<file path="config.mk">
export PLATFORM = sky130hd
export DESIGN_NAME = syscall_string_printer
export DESIGN_NICKNAME = d
export VERILOG_FILES = /design/src/rtl/syscall_string_printer.sv
export SDC_FILE = /design/constraint.sdc
export NUM_CORES = 1
export LEC_CHECK = 0
export ABC_CLOCK_PERIOD_IN_PS = 5900
export CAP_MARGIN = 20
export CORE_UTILIZATION = 69
export DETAILED_ROUTE_END_ITERATION = 16
export DONT_BUFFER_PORTS = 1
export MAX_ROUTING_LAYER = met4
export PLACE_DENSITY = 0.84
export SLEW_MARGIN = 10
export SYNTH_ARGS = -nofsm -noshare
export SYNTH_HDL_FRONTEND = slang
export SYNTH_SLANG_ARGS = --single-unit
</file>
<file path="constraint.sdc">
create_clock -name clk -period 5.9 [get_ports clk]
set_input_delay 0.295 -clock clk [delete_from_list [all_inputs] [get_ports clk]]
set_output_delay 0.295 -clock clk [all_outputs]
set_load 0.01 [all_outputs]
</file>
<file path="src/rtl/syscall_string_printer.sv">
// Print-string syscall engine: reads a NUL-terminated string from data memory
// word by word and streams its bytes over a valid/ready character port.
module syscall_string_printer #(
    parameter int ADDR_W  = 32,
    parameter int MAX_LEN = 256,
    parameter int CNT_W   = 9
) (
    input  logic              clk,
    input  logic              rst_n,
    input  logic              start,
    input  logic [ADDR_W-1:0] string_index,
    output logic              mem_req,
    output logic [ADDR_W-1:0] mem_addr,
    input  logic [31:0]       mem_rdata,
    output logic              char_valid,
    output logic [7:0]        char_data,
    input  logic              char_ready,
    output logic              stall,
    output logic              done,
    output logic              truncated,
    output logic [CNT_W-1:0]  char_count
);

    typedef enum logic [2:0] {
        S_IDLE,
        S_FETCH,
        S_WAIT,
        S_EMIT,
        S_DONE
    } state_t;

    localparam logic [CNT_W-1:0] MAX_CNT = CNT_W'(MAX_LEN);

    state_t            state_q, state_d;
    logic [ADDR_W-1:0] addr_q, addr_d;
    logic [CNT_W-1:0]  count_q, count_d;
    logic              trunc_q, trunc_d;
    logic [31:0]       word_buf_q;
    logic [7:0]        sel_byte;
    logic [CNT_W-1:0]  count_inc;

    // Big-endian byte lane: offset 0 is the most significant byte.
    always_comb begin
        sel_byte = 8'h00;
        case (addr_q[1:0])
            2'd0: sel_byte = word_buf_q[31:24];
            2'd1: sel_byte = word_buf_q[23:16];
            2'd2: sel_byte = word_buf_q[15:8];
            2'd3: sel_byte = word_buf_q[7:0];
            default: sel_byte = 8'h00;
        endcase
    end

    assign count_inc = count_q + 1'b1;

    always_comb begin
        state_d = state_q;
        addr_d  = addr_q;
        count_d = count_q;
        trunc_d = trunc_q;
        case (state_q)
            S_IDLE: begin
                if (start) begin
                    addr_d  = string_index;
                    count_d = '0;
                    trunc_d = 1'b0;
                    state_d = S_FETCH;
                end
            end
            S_FETCH: state_d = S_WAIT;
            S_WAIT:  state_d = S_EMIT;
            S_EMIT: begin
                if (sel_byte == 8'h00) begin
                    state_d = S_DONE;
                end else if (char_ready) begin
                    count_d = count_inc;
                    addr_d  = addr_q + 1'b1;
                    if (count_inc == MAX_CNT) begin
                        trunc_d = 1'b1;
                        state_d = S_DONE;
                    end else if (addr_q[1:0] == 2'd3) begin
                        state_d = S_FETCH;
                    end
                end
            end
            S_DONE:  state_d = S_IDLE;
            default: state_d = S_IDLE;
        endcase
    end

    always_ff @(posedge clk or negedge rst_n) begin
        if (!rst_n) begin
            state_q <= S_IDLE;
            addr_q  <= '0;
            count_q <= '0;
            trunc_q <= 1'b0;
        end else begin
            state_q <= state_d;
            addr_q  <= addr_d;
            count_q <= count_d;
            trunc_q <= trunc_d;
        end
    end

    // Data-only register: char_data is gated by char_valid, so no reset needed.
    always_ff @(posedge clk) begin
        if (state_q == S_WAIT) begin
            word_buf_q <= mem_rdata;
        end
    end

    always_comb begin
        mem_req    = (state_q == S_FETCH);
        mem_addr   = mem_req ? {addr_q[ADDR_W-1:2], 2'b00} : '0;
        char_valid = (state_q == S_EMIT) && (sel_byte != 8'h00);
        char_data  = char_valid ? sel_byte : 8'h00;
        stall      = (state_q == S_FETCH) || (state_q == S_WAIT) || (state_q == S_EMIT);
        done       = (state_q == S_DONE);
        truncated  = trunc_q;
        char_count = count_q;
    end

endmodule

</file>
==> results of run 1 <==
state kept, by name (all words and copies together), names as in the netlist:
signal / count
addr_q: 32
word_buf_q: 32
char_count: 9
state_q: 3
truncated: 1
critical path: cells and delay by family, from the launching register on:
kind | cells | cell delay, ns
AO/OA/AOI/OAI | 3 | 0.88
adder cells (fa/ha/maj) | 1 | 0.47
buffers and inverters | 2 | 0.52
flip-flops | 1 | 0.44
AND/OR/NAND/NOR | 3 | 1.04
per-stage QoR:
stage          utilization  worst slack, ns
2_1_floorplan            -            3.519
3_3_place_gp        0.7276            2.727
3_5_place_dp        0.7276            2.563
4_1_cts             0.7648            2.518
5_1_grt             0.7648            2.265
6_report            0.7648            2.445
worst max path at each step:
stage | startpoint | endpoint | slack [ns]
floorplan | state_q[2] | word_buf_q[0] | 3.52
global placement | addr_q[0] | addr_q[19] | 2.73
detailed placement | addr_q[0] | addr_q[19] | 2.56
CTS | addr_q[0] | addr_q[19] | 2.52
global route | addr_q[0] | addr_q[19] | 2.27
finish | addr_q[0] | addr_q[19] | 2.44
power by group:
part	internal, mW	switching [mW]
clock network	0.164	0.231
logic	0.505	0.877
registers	0.755	0.203
per-layer routing:
layer  track usage  part of all wire  vias to the layer above
li1              -                 -                     1708
met1        0.4397              0.42                     1843
met2        0.4975              0.47                      209
met3       0.06593             0.084                       29
met4        0.1138             0.022                        0
met5             -                 0                        -
area by class of cell:
type | count | area (sq um)
clock buffer | 9 | 123.9
clock inverter | 7 | 65.06
fill | 412 | 1434
inverter | 4 | 15.01
multi-input combinational | 347 | 2195
sequential | 77 | 2087
tap | 75 | 93.84
timing repair buffer | 8 | 82.58
cell families after synthesis:
| group | Yosys count |
|---|---|
| AOI/OAI and AO/OA | 160 |
| xor gates and xnor gates | 1 |
| adders and majority gates | 6 |
| buffers and inverters | 40 |
| DFF | 77 |
| muxes | 3 |
| other | 1 |
| and+or+nand+nor | 175 |
cells in the mapped netlist, types with 3 or more instances:
cell type	instances
o2bb2a_1	5
a21oi_1	54
a31oi_1	20
a22oi_1	9
buf_6	4
ha_1	6
clkbuf_1	19
mux2i_1	3
nand2_1	25
nand2b_1	3
inv_1	3
and3_1	11
and4_1	3
edfxtp_1	32
o22ai_1	7
and2_1	42
nor2b_1	11
buf_2	9
nand4_1	8
nand3_1	21
nor3_1	7
o21ai_0	11
o221ai_1	3
nor2_1	33
a41oi_1	4
a2bb2oi_1	4
o22a_1	15
dfrtp_1	45
a22o_1	4
o21a_1	3
a211oi_1	3
placed cells by master (no fill, tap or decap), drive strengths merged, types with 3 or more instances in the layout:
master   Yosys  final
clkbuf      19      9
a21boi       3      3
nand2       25     25
ha           6      6
o22ai        7      7
and3        11     11
a211oi       3      3
mux2i        3      3
dfrtp       45     45
a31oi       20     20
nand2b       3      3
buf         17      7
inv          4      9
o21a         3      3
edfxtp      32     32
a21oi       56     56
a22o         4      4
nand3       21     21
o21ai       11     11
a22oi       10     10
o221ai       3      3
nand4        8      8
o2bb2a       6      6
nor2        35     35
nor3         8      8
and2        42     42
o22a        15     15
a41oi        4      4
nor2b       11     11
a2bb2oi      4      4
and4         3      3
==> impl_metrics.py, run 1 <==
metrics = {
    "status": {
        "status": "finished, final reports clean",
    },
    "pwr": {
        "irDropWorstVdd_mv": 0.3551,
        "p_per_area_nw_per_um2": 586.7,
        "p_leak_nw": 1.723,
        "finalPower_mw": 2.735,
    },
    "worst_setup_path": {
        "crit_fanout": 30,
        "crit_type": "reg -> reg",
        "r2r_start": "addr_q[0]",
        "critPathCaptureType": "flip-flop",
        "required_ns": 6.16,
        "r2r_slack_ns": 2.44,
        "critPathLaunchType": "flip-flop",
        "arrival_ns": 3.71,
        "cpPeakStageDelay_ns": 0.47,
        "ff2ff_path_depth": 9,
        "rr_endpoint": "addr_q[19]",
        "cp_cell_sequence": "inv_1, ha_1, nor2b_1, a21oi_1, nor4_4, a21bo_1, buf_4, nand2_1, a221o_1",
        "slowest_stage": "ha_1",
    },
    "cts": {
        "cts_buffers": 9,
        "ctsHtreeMaxLevel": 3,
        "cts_tree": "yes",
        "clock_path_buffers": 2,
        "post_cts_buffers": 0,
        "hold_buffers": 2,
        "numClockSinks": 77,
        "cts_root_buf": "clkbuf_8",
        "cts_resized": 0,
        "clk_pin_slew_ns": 0.10,
        "insertion_delay_ns": 0.36,
    },
    "routing": {
        "drt_iter0_drc": 372,
        "vias": 3789,
        "first_pass_iters": 5,
        "wirelength_mm": 10.73,
        "routedWlPerCell_um": 20.35,
        "via_per_inst": 7.190,
        "route.detailed.drc": 0,
        "ant_nets": 0,
    },
    "grt": {
        "grt_usage": 0.3270,
        "grt_pass1_wl_mm": 15.85,
        "antenna_found_initial": 0,
        "grt-ovfl-total": 0,
        "grt_max_degree": 64,
        "grt_pass1_vias": 3170,
    },
    "cells_and_area": {
        "layout.cells.non_filler": 527,
        "finish.instance_area_sq_um": 4662,
        "final_nets": 521,
        "synthToLayoutAreaGrowth_pct": 4.224,
        "drive_above_1_share": 0.08407,
        "antenna_cells": 0,
    },
    "synthesis": {
        "netlist.area_leader.share": 0.2517,
        "synth_top_cell_by_area": "dfrtp_1",
        "synth_compound_area_frac": 0.2450,
        "synth_cells": 463,
        "syn_avg_cell_area_sq_um": 9.661,
        "ys.flop_type": "dfrtp_1",
        "syn_area_sq_um": 4473,
        "synth_cell_types": 59,
        "synth_area_leaders": "dfrtp_1 (25%), edfxtp_1 (21%), a21oi_1 (6.0%), and2_1 (5.9%), o22a_1 (2.9%)",
        "synth-seq-cells": 77,
        "async_reset_ff_frac": 0.5844,
        "synth_edf_count": 32,
        "synth_xor_area_frac": 0.001958,
        "synth_fa_ha_area_frac": 0.01678,
        "synthSimpleGateAreaFrac": 0.2151,
        "yosysWarnings": 0,
        "ys_seq_area_frac": 0.4666,
        "synthMuxAreaShare": 0.006713,
        "synth_top_family_by_area": "compound AO/OA/AOI/OAI gates",
    },
    "sta": {
        "skew_ns": 0.01146,
        "slew_viol_final": 0,
        "max_clock_freq_ghz": 0.2894,
        "setup_violations": 0,
        "rsz0062_at_grt": "false",
        "timing.final.crit_share": 0.5857,
        "tightest_slew_ns": 1.050,
        "period_minus_slack_ns": 3.455,
        "hold_viol_final": 0,
        "setup_tns_ns": 0,
        "finalHoldWorstSlack_ns": 0.02777,
        "slew_headroom": 0.2994,
    },
    "hold_path": {
        "whs_endpoint": "word_buf_q[21]",
        "min_path_cells": 0,
        "min-delay-start": "mem_rdata[21]",
        "hp-class": "in -> reg",
    },
    "die": {
        "die_h_um": 82.52,
        "num_rows": 28,
        "die_area_sq_um": 6809,
        "io_pins": 122,
        "start_util": 0.7338,
        "chipWidth_um": 82.52,
        "core_area_sq_um": 6096,
    },
    "placed_design": {
        "dpl.cell_count": 509,
        "portBuffers": 0,
        "gp_congestion": 0.8222,
        "dp_hpwl_mm": 7.050,
        "placed_area_sq_um": 4436,
    },
    "flow_run": {
        "drv_cap": 0,
    },
}
No activity file was read; power rests on OpenSTA's default activity.
==> run 2: changes to the inputs <==
--- a/config.mk
+++ b/config.mk
@@ -5,13 +5,14 @@
 export SDC_FILE = /design/constraint.sdc
 export NUM_CORES = 1
 export LEC_CHECK = 0
-export ABC_CLOCK_PERIOD_IN_PS = 5900
+export ABC_AREA = 1
+export ABC_CLOCK_PERIOD_IN_PS = 3600
 export CAP_MARGIN = 20
-export CORE_UTILIZATION = 69
+export CORE_UTILIZATION = 64
 export DETAILED_ROUTE_END_ITERATION = 16
 export DONT_BUFFER_PORTS = 1
 export MAX_ROUTING_LAYER = met4
-export PLACE_DENSITY = 0.84
+export PLACE_DENSITY = 0.79
 export SLEW_MARGIN = 10
 export SYNTH_ARGS = -nofsm -noshare
 export SYNTH_HDL_FRONTEND = slang
==> constraint.sdc (replaced) <==
create_clock -name clk -period 3.6 [get_ports clk]
set_input_delay 0.18 -clock clk [delete_from_list [all_inputs] [get_ports clk]]
set_output_delay 0.18 -clock clk [all_outputs]
set_load 0.01 [all_outputs]
==> impl_metrics.py, run 2 <==
metrics = {
    "synthesis": {
        "synth_edf_count": 32,
        "synth_cell_types": 35,
        "ys_top_cells_by_count": "nand2_1 (219), nor2_1 (89), inv_1 (70)",
        "synth_top_cell_by_area": "dfrtp_1",
        "syn_area_sq_um": 4951,
        "yosysWarnings": 0,
        "ys_seq_area_frac": 0.4215,
        "synth_most_common_cell": "nand2_1",
        "syn_avg_cell_area_sq_um": 7.479,
        "async_reset_ff_frac": 0.5844,
        "synth_xor_area_frac": 0.03184,
        "synthMuxAreaShare": 0.002022,
        "synth_top_family_by_area": "simple AND/OR/NAND/NOR gates",
        "synth_area_leaders": "dfrtp_1 (23%), edfxtp_1 (19%), nand2_1 (17%), nor2_1 (6.7%), inv_1 (5.3%)",
        "synth_compound_area_frac": 0.09578,
        "synth-seq-cells": 77,
        "synth_fa_ha_area_frac": 0.01516,
        "synth_cells": 662,
        "netlist.area_leader.share": 0.2274,
        "synthSimpleGateAreaFrac": 0.3404,
        "ys.flop_type": "dfrtp_1",
    },
    "grt": {
        "grt_pass1_wl_mm": 20.61,
        "grt_pass1_vias": 4224,
        "grt-ovfl-total": 0,
        "grt_max_degree": 55,
        "antenna_found_initial": 0,
        "grt_usage": 0.3340,
    },
    "sta": {
        "tightest_slew_ns": 0.9393,
        "max_clock_freq_ghz": 0.3516,
        "setup_violations": 0,
        "period_minus_slack_ns": 2.844,
        "rsz0062_at_grt": "false",
        "slew_viol_final": 0,
        "hold_viol_final": 0,
        "slew_headroom": 0.3731,
        "timing.final.crit_share": 0.7900,
        "setup_tns_ns": 0,
        "skew_ns": 0.01332,
        "finalHoldWorstSlack_ns": 0.007277,
    },
    "hold_path": {
        "hp-class": "in -> reg",
        "min_path_cells": 2,
    },
    "worst_setup_path": {
        "arrival_ns": 2.66,
        "critPathCaptureType": "primary output",
        "crit_type": "reg -> out",
        "critPathLaunchType": "flip-flop",
        "required_ns": 3.42,
        "crit_fanout": 28,
        "ff2ff_path_depth": 13,
    },
    "die": {
        "num_rows": 31,
        "chipWidth_um": 89.96,
        "io_pins": 122,
        "start_util": 0.6718,
        "die_h_um": 89.96,
        "die_area_sq_um": 8092,
        "core_area_sq_um": 7370,
    },
    "cts": {
        "insertion_delay_ns": 0.37,
        "clk_pin_slew_ns": 0.10,
        "cts_tree": "yes",
        "clock_path_buffers": 2,
        "ctsHtreeMaxLevel": 3,
        "numClockSinks": 77,
        "cts_buffers": 9,
        "cts_root_buf": "clkbuf_8",
    },
    "pwr": {
        "p_leak_nw": 2.468,
        "p_per_area_nw_per_um2": 777.0,
        "irDropWorstVdd_mv": 0.5798,
        "finalPower_mw": 4.325,
    },
    "cells_and_area": {
        "final_common_cell": "nand2_1",
        "drive_above_1_share": 0.1117,
        "final_nets": 767,
        "final_cell_mix": "nand2_1 (219), nor2_1 (89), inv_1 (70)",
        "synthToLayoutAreaGrowth_pct": 12.43,
    },
    "routing": {
        "first_pass_iters": 5,
        "route.detailed.drc": 0,
        "wirelength_mm": 12.59,
        "routedWlPerCell_um": 15.77,
        "via_per_inst": 5.620,
        "ant_nets": 0,
        "vias": 4485,
        "drt_iter0_drc": 283,
    },
    "flow_run": {
        "drv_cap": 0,
    },
    "status": {
        "status": "finished, final reports clean",
    },
    "placed_design": {
        "dp_hpwl_mm": 8.239,
        "gp_congestion": 0.9721,
        "portBuffers": 0,
    },
}
[run 2: changes by cell type in the layout (fill, tap and decap cells not counted), moves of 38 or more]
| cell | before | now |
|---|---|---|
| nor2_1 | 31 | 89 |
| inv_1 | 3 | 70 |
| and2_1 | 42 | 0 |
| a21oi_1 | 54 | 3 |
| dlygate4sd3_1 | 1 | 39 |
| nand2_1 | 25 | 219 |
[run 2: layout make-up]
type,count,area (sq um)
clock inverter,7,83.83
multi-input combinational,490,2410
timing repair buffer,43,460.4
sequential,77,2087
fill,566,1803
inverter,72,275.3
tap,99,123.9
antenna,1,2.502
clock buffer,9,123.9
[run 2: worst max-delay path, cell delays in order, from the launching register on]
cell and delay [ns]:
dfrtp_1 0.42, nor2_1 0.14, nand2_1 0.37, inv_1 0.18
buf_4 0.35, nand2_1 0.33, or2_2 0.37, inv_1 0.11
[run 2: where the power goes]
part / total [mW] / leakage, nW / switching (mW) / internal, mW
Combinational: 2.13 / 1.49 / 1.48 / 0.651
Sequential: 1.51 / 0.874 / 0.265 / 1.24
Clock: 0.692 / 0.106 / 0.410 / 0.282
[run 2: logic make-up after synthesis]
logic type               count (synthesis)
AND/OR/NAND/NOR                        396
buffers and inverters                   96
flip-flops                              77
AO/OA/AOI/OAI                           67
XOR/XNOR                                18
adder cells (fa/ha/maj)                  6
other                                    1
multiplexers                             1
[run 2: timing repair]
| item | in CTS | in global routing |
|---|---|---|
| gates resized for setup | 0 | 0 |
| setup buffers | 0 | 0 |
| hold buffers | 40 | 0 |
| hold endpoints to repair | 83 | 0 |
[run 2: stage by stage]
stage          utilization  worst slack, ns  cells  instance area, sq um
2_1_floorplan            -            1.584    663                  4955
3_3_place_gp        0.6664            1.144    740                  4911
3_5_place_dp        0.6664            1.134    740                  4911
4_1_cts             0.7513           0.7871    796                  5537
5_1_grt             0.7550           0.5505    797                  5564
6_report            0.7553           0.7561    798                  5567
[run 2: metal layers]
metal,up-vias,global-route usage,routed length (um)
met5,-,-,0
met4,0,0.1237,255
met3,25,0.04822,848
met2,199,0.5263,5989
met1,2111,0.4425,5494
li1,2150,-,-
[run 2: final timing paths]
check	slack, ns	endpoint	startpoint
worst max-delay path	0.76	char_data[0]	state_q[2]
worst min-delay path	0.007	addr_q[13]	string_index[13]
worst max register to register	1.01	addr_q[25]	addr_q[0]
worst min register to register	0.54	addr_q[30]	addr_q[30]
max in group asynchronous	3.04	addr_q[7]	rst_n
min in group asynchronous	0.32	char_count[7]	rst_n
==> run 3: changes to the inputs <==
--- a/config.mk
+++ b/config.mk
@@ -6,13 +6,13 @@
 export NUM_CORES = 1
 export LEC_CHECK = 0
 export ABC_AREA = 1
-export ABC_CLOCK_PERIOD_IN_PS = 3600
+export ABC_CLOCK_PERIOD_IN_PS = 2590
 export CAP_MARGIN = 20
-export CORE_UTILIZATION = 64
+export CORE_UTILIZATION = 58
 export DETAILED_ROUTE_END_ITERATION = 16
 export DONT_BUFFER_PORTS = 1
 export MAX_ROUTING_LAYER = met4
-export PLACE_DENSITY = 0.79
+export PLACE_DENSITY = 0.75
 export SLEW_MARGIN = 10
 export SYNTH_ARGS = -nofsm -noshare
 export SYNTH_HDL_FRONTEND = slang
==> constraint.sdc (replaced) <==
create_clock -name clk -period 2.59 [get_ports clk]
set_input_delay 0.1295 -clock clk [delete_from_list [all_inputs] [get_ports clk]]
set_output_delay 0.1295 -clock clk [all_outputs]
set_load 0.01 [all_outputs]
==> impl_metrics.py, run 3 (synthesis gave the netlist of run 2 again) <==
metrics = {
    "status": {
        "status": "finished, final reports clean",
    },
    "grt": {
        "grt-ovfl-total": 0,
        "grt_pass1_wl_mm": 20.99,
        "grt_usage": 0.3223,
        "antenna_found_initial": 0,
        "grt_pass1_vias": 4248,
        "grt_max_degree": 46,
    },
    "worst_setup_path": {
        "r2r_slack_ns": 0.09,
        "crit_fanout": 16,
        "ff2ff_path_depth": 13,
        "arrival_ns": 2.45,
        "cpPeakStageDelay_ns": 0.45,
        "crit_type": "reg -> out",
        "required_ns": 2.46,
        "crit_path_frequent_cell": "nand2_4",
        "critPathCaptureType": "primary output",
        "slowest_stage": "dfrtp_2",
        "rr_endpoint": "addr_q[15]",
        "r2r_start": "addr_q[0]",
        "critPathLaunchType": "flip-flop",
        "cp_top_family": "simple AND/OR/NAND/NOR gates",
        "path_buf_inv": 3,
        "cp_cell_sequence": "inv_2, ha_1, inv_4, or2_1, o21ai_1, nand2_1, nor2_4, nand2_4, nand2_4, or2_2, inv_1",
    },
    "sta": {
        "period_minus_slack_ns": 2.578,
        "tightest_slew_ns": 0.5232,
        "max_clock_freq_ghz": 0.3878,
        "slew_headroom": 0.6485,
        "setup_tns_ns": 0,
        "skew_ns": 0.01667,
        "finalHoldWorstSlack_ns": 0.003561,
        "hold_viol_final": 0,
        "setup_violations": 0,
        "slew_viol_final": 0,
        "timing.final.crit_share": 0.9955,
    },
    "die": {
        "num_rows": 33,
        "chipWidth_um": 94.39,
        "io_pins": 122,
        "die_h_um": 94.39,
        "start_util": 0.5995,
        "die_area_sq_um": 8909,
        "core_area_sq_um": 8258,
    },
    "placed_design": {
        "dpl.cell_count": 752,
        "dp_hpwl_mm": 8.766,
        "portBuffers": 0,
        "gp_congestion": 0.9159,
    },
    "cells_and_area": {
        "final_common_cell": "nand2_1",
        "final_nets": 791,
        "final_core_util": 0.7030,
        "nFillCells": 678,
        "drive_above_1_share": 0.1260,
        "antenna_cells": 0,
        "final_cell_mix": "nand2_1 (218), nor2_1 (89), inv_1 (68)",
        "layout.cells.non_filler": 827,
        "synthToLayoutAreaGrowth_pct": 17.26,
    },
    "cts": {
        "cts_tree": "yes",
        "numClockSinks": 77,
        "clk_pin_slew_ns": 0.10,
        "clock_path_buffers": 2,
        "cts_buffers": 9,
        "ctsHtreeMaxLevel": 3,
        "cts_root_buf": "clkbuf_8",
        "post_cts_buffers": 0,
        "insertion_delay_ns": 0.37,
    },
    "hold_path": {
        "whs_endpoint": "addr_q[0]",
        "hp-class": "in -> reg",
        "min-delay-start": "string_index[0]",
        "min_path_cells": 4,
    },
    "flow_run": {
        "drv_cap": 0,
    },
    "routing": {
        "drt_iter0_drc": 285,
        "first_pass_iters": 5,
        "route.detailed.drc": 0,
        "routedWlPerCell_um": 16.43,
        "wirelength_mm": 13.59,
        "via_per_inst": 5.606,
        "vias": 4636,
        "ant_nets": 0,
    },
    "pwr": {
        "finalPower_mw": 6.189,
        "p_per_area_nw_per_um2": 1066,
        "p_leak_nw": 2.553,
        "irDropWorstVdd_mv": 0.7034,
    },
}
==> run 3: cell types whose count changed in the layout (fill, tap and decap cells not counted), sizes merged <==
cell / before / now
clkinv: 3 / 2
dlygate4sd3: 39 / 58
buf: 4 / 9
clkinvlp: 0 / 1
diode: 1 / 0
==> run 3: final cells by class <==
class	instances	area, sq um	share of cell area
Timing Repair Buffer	67	668.1	0.1151
Tap cell	105	131.4	0.02263
Clock inverter	7	75.07	0.01293
Sequential cell	77	2090	0.3599
Inverter	72	277.8	0.04784
Multi-Input combinational cell	490	2440	0.4203
Clock buffer	9	123.9	0.02134
==> run 3: through the flow <==
stage / worst slack, ns / instance area, sq um
after floorplan: 0.6247 / 4955
after global placement: 0.3567 / 4964
final: 0.01153 / 5806
after detailed placement: 0.2218 / 4964
after CTS: 0.05292 / 5773
after global routing: -0.04504 / 5806
==> run 3: tightest hold or removal path, stage by stage <==
cell and delay, ns:
nand2_1 0.03, o21ai_0 0.06, nand2_1 0.07, o21ai_2 0.05
==> run 3: how the worst max path moves through the flow <==
stage	from	end	slack, ns	depth (start not counted)
CTS	addr_q[0]	char_data[1]	0.05	11
detailed placement	addr_q[0]	addr_q[20]	0.22	13
floorplan	addr_q[0]	char_data[0]	0.62	13
global route	addr_q[0]	char_data[1]	-0.05	11
finish	addr_q[0]	char_data[1]	0.01	11
global placement	addr_q[0]	char_count[8]	0.36	12
==> run 3: report_power, final <==
| group | switching, mW | internal [mW] |
|---|---|---|
| logic | 2.15 | 0.960 |
| clock network | 0.577 | 0.384 |
| registers | 0.384 | 1.73 |
==> run 3: layer usage <==
metal  vias up  GRT usage  share of wire
met5         -          -              0
met4         0     0.1154          0.023
met3        31    0.06280          0.073
met2       225     0.5079           0.48
met1      2182     0.4142           0.43
li1       2198          -              -
==> run 3: what timing repair did <==
action / CTS / global route
hold buffers: 59 / 0
hold endpoints to repair: 102 / 0
endpoints found under the setup margin: 6 / 28
gates resized for setup: 1 / 11
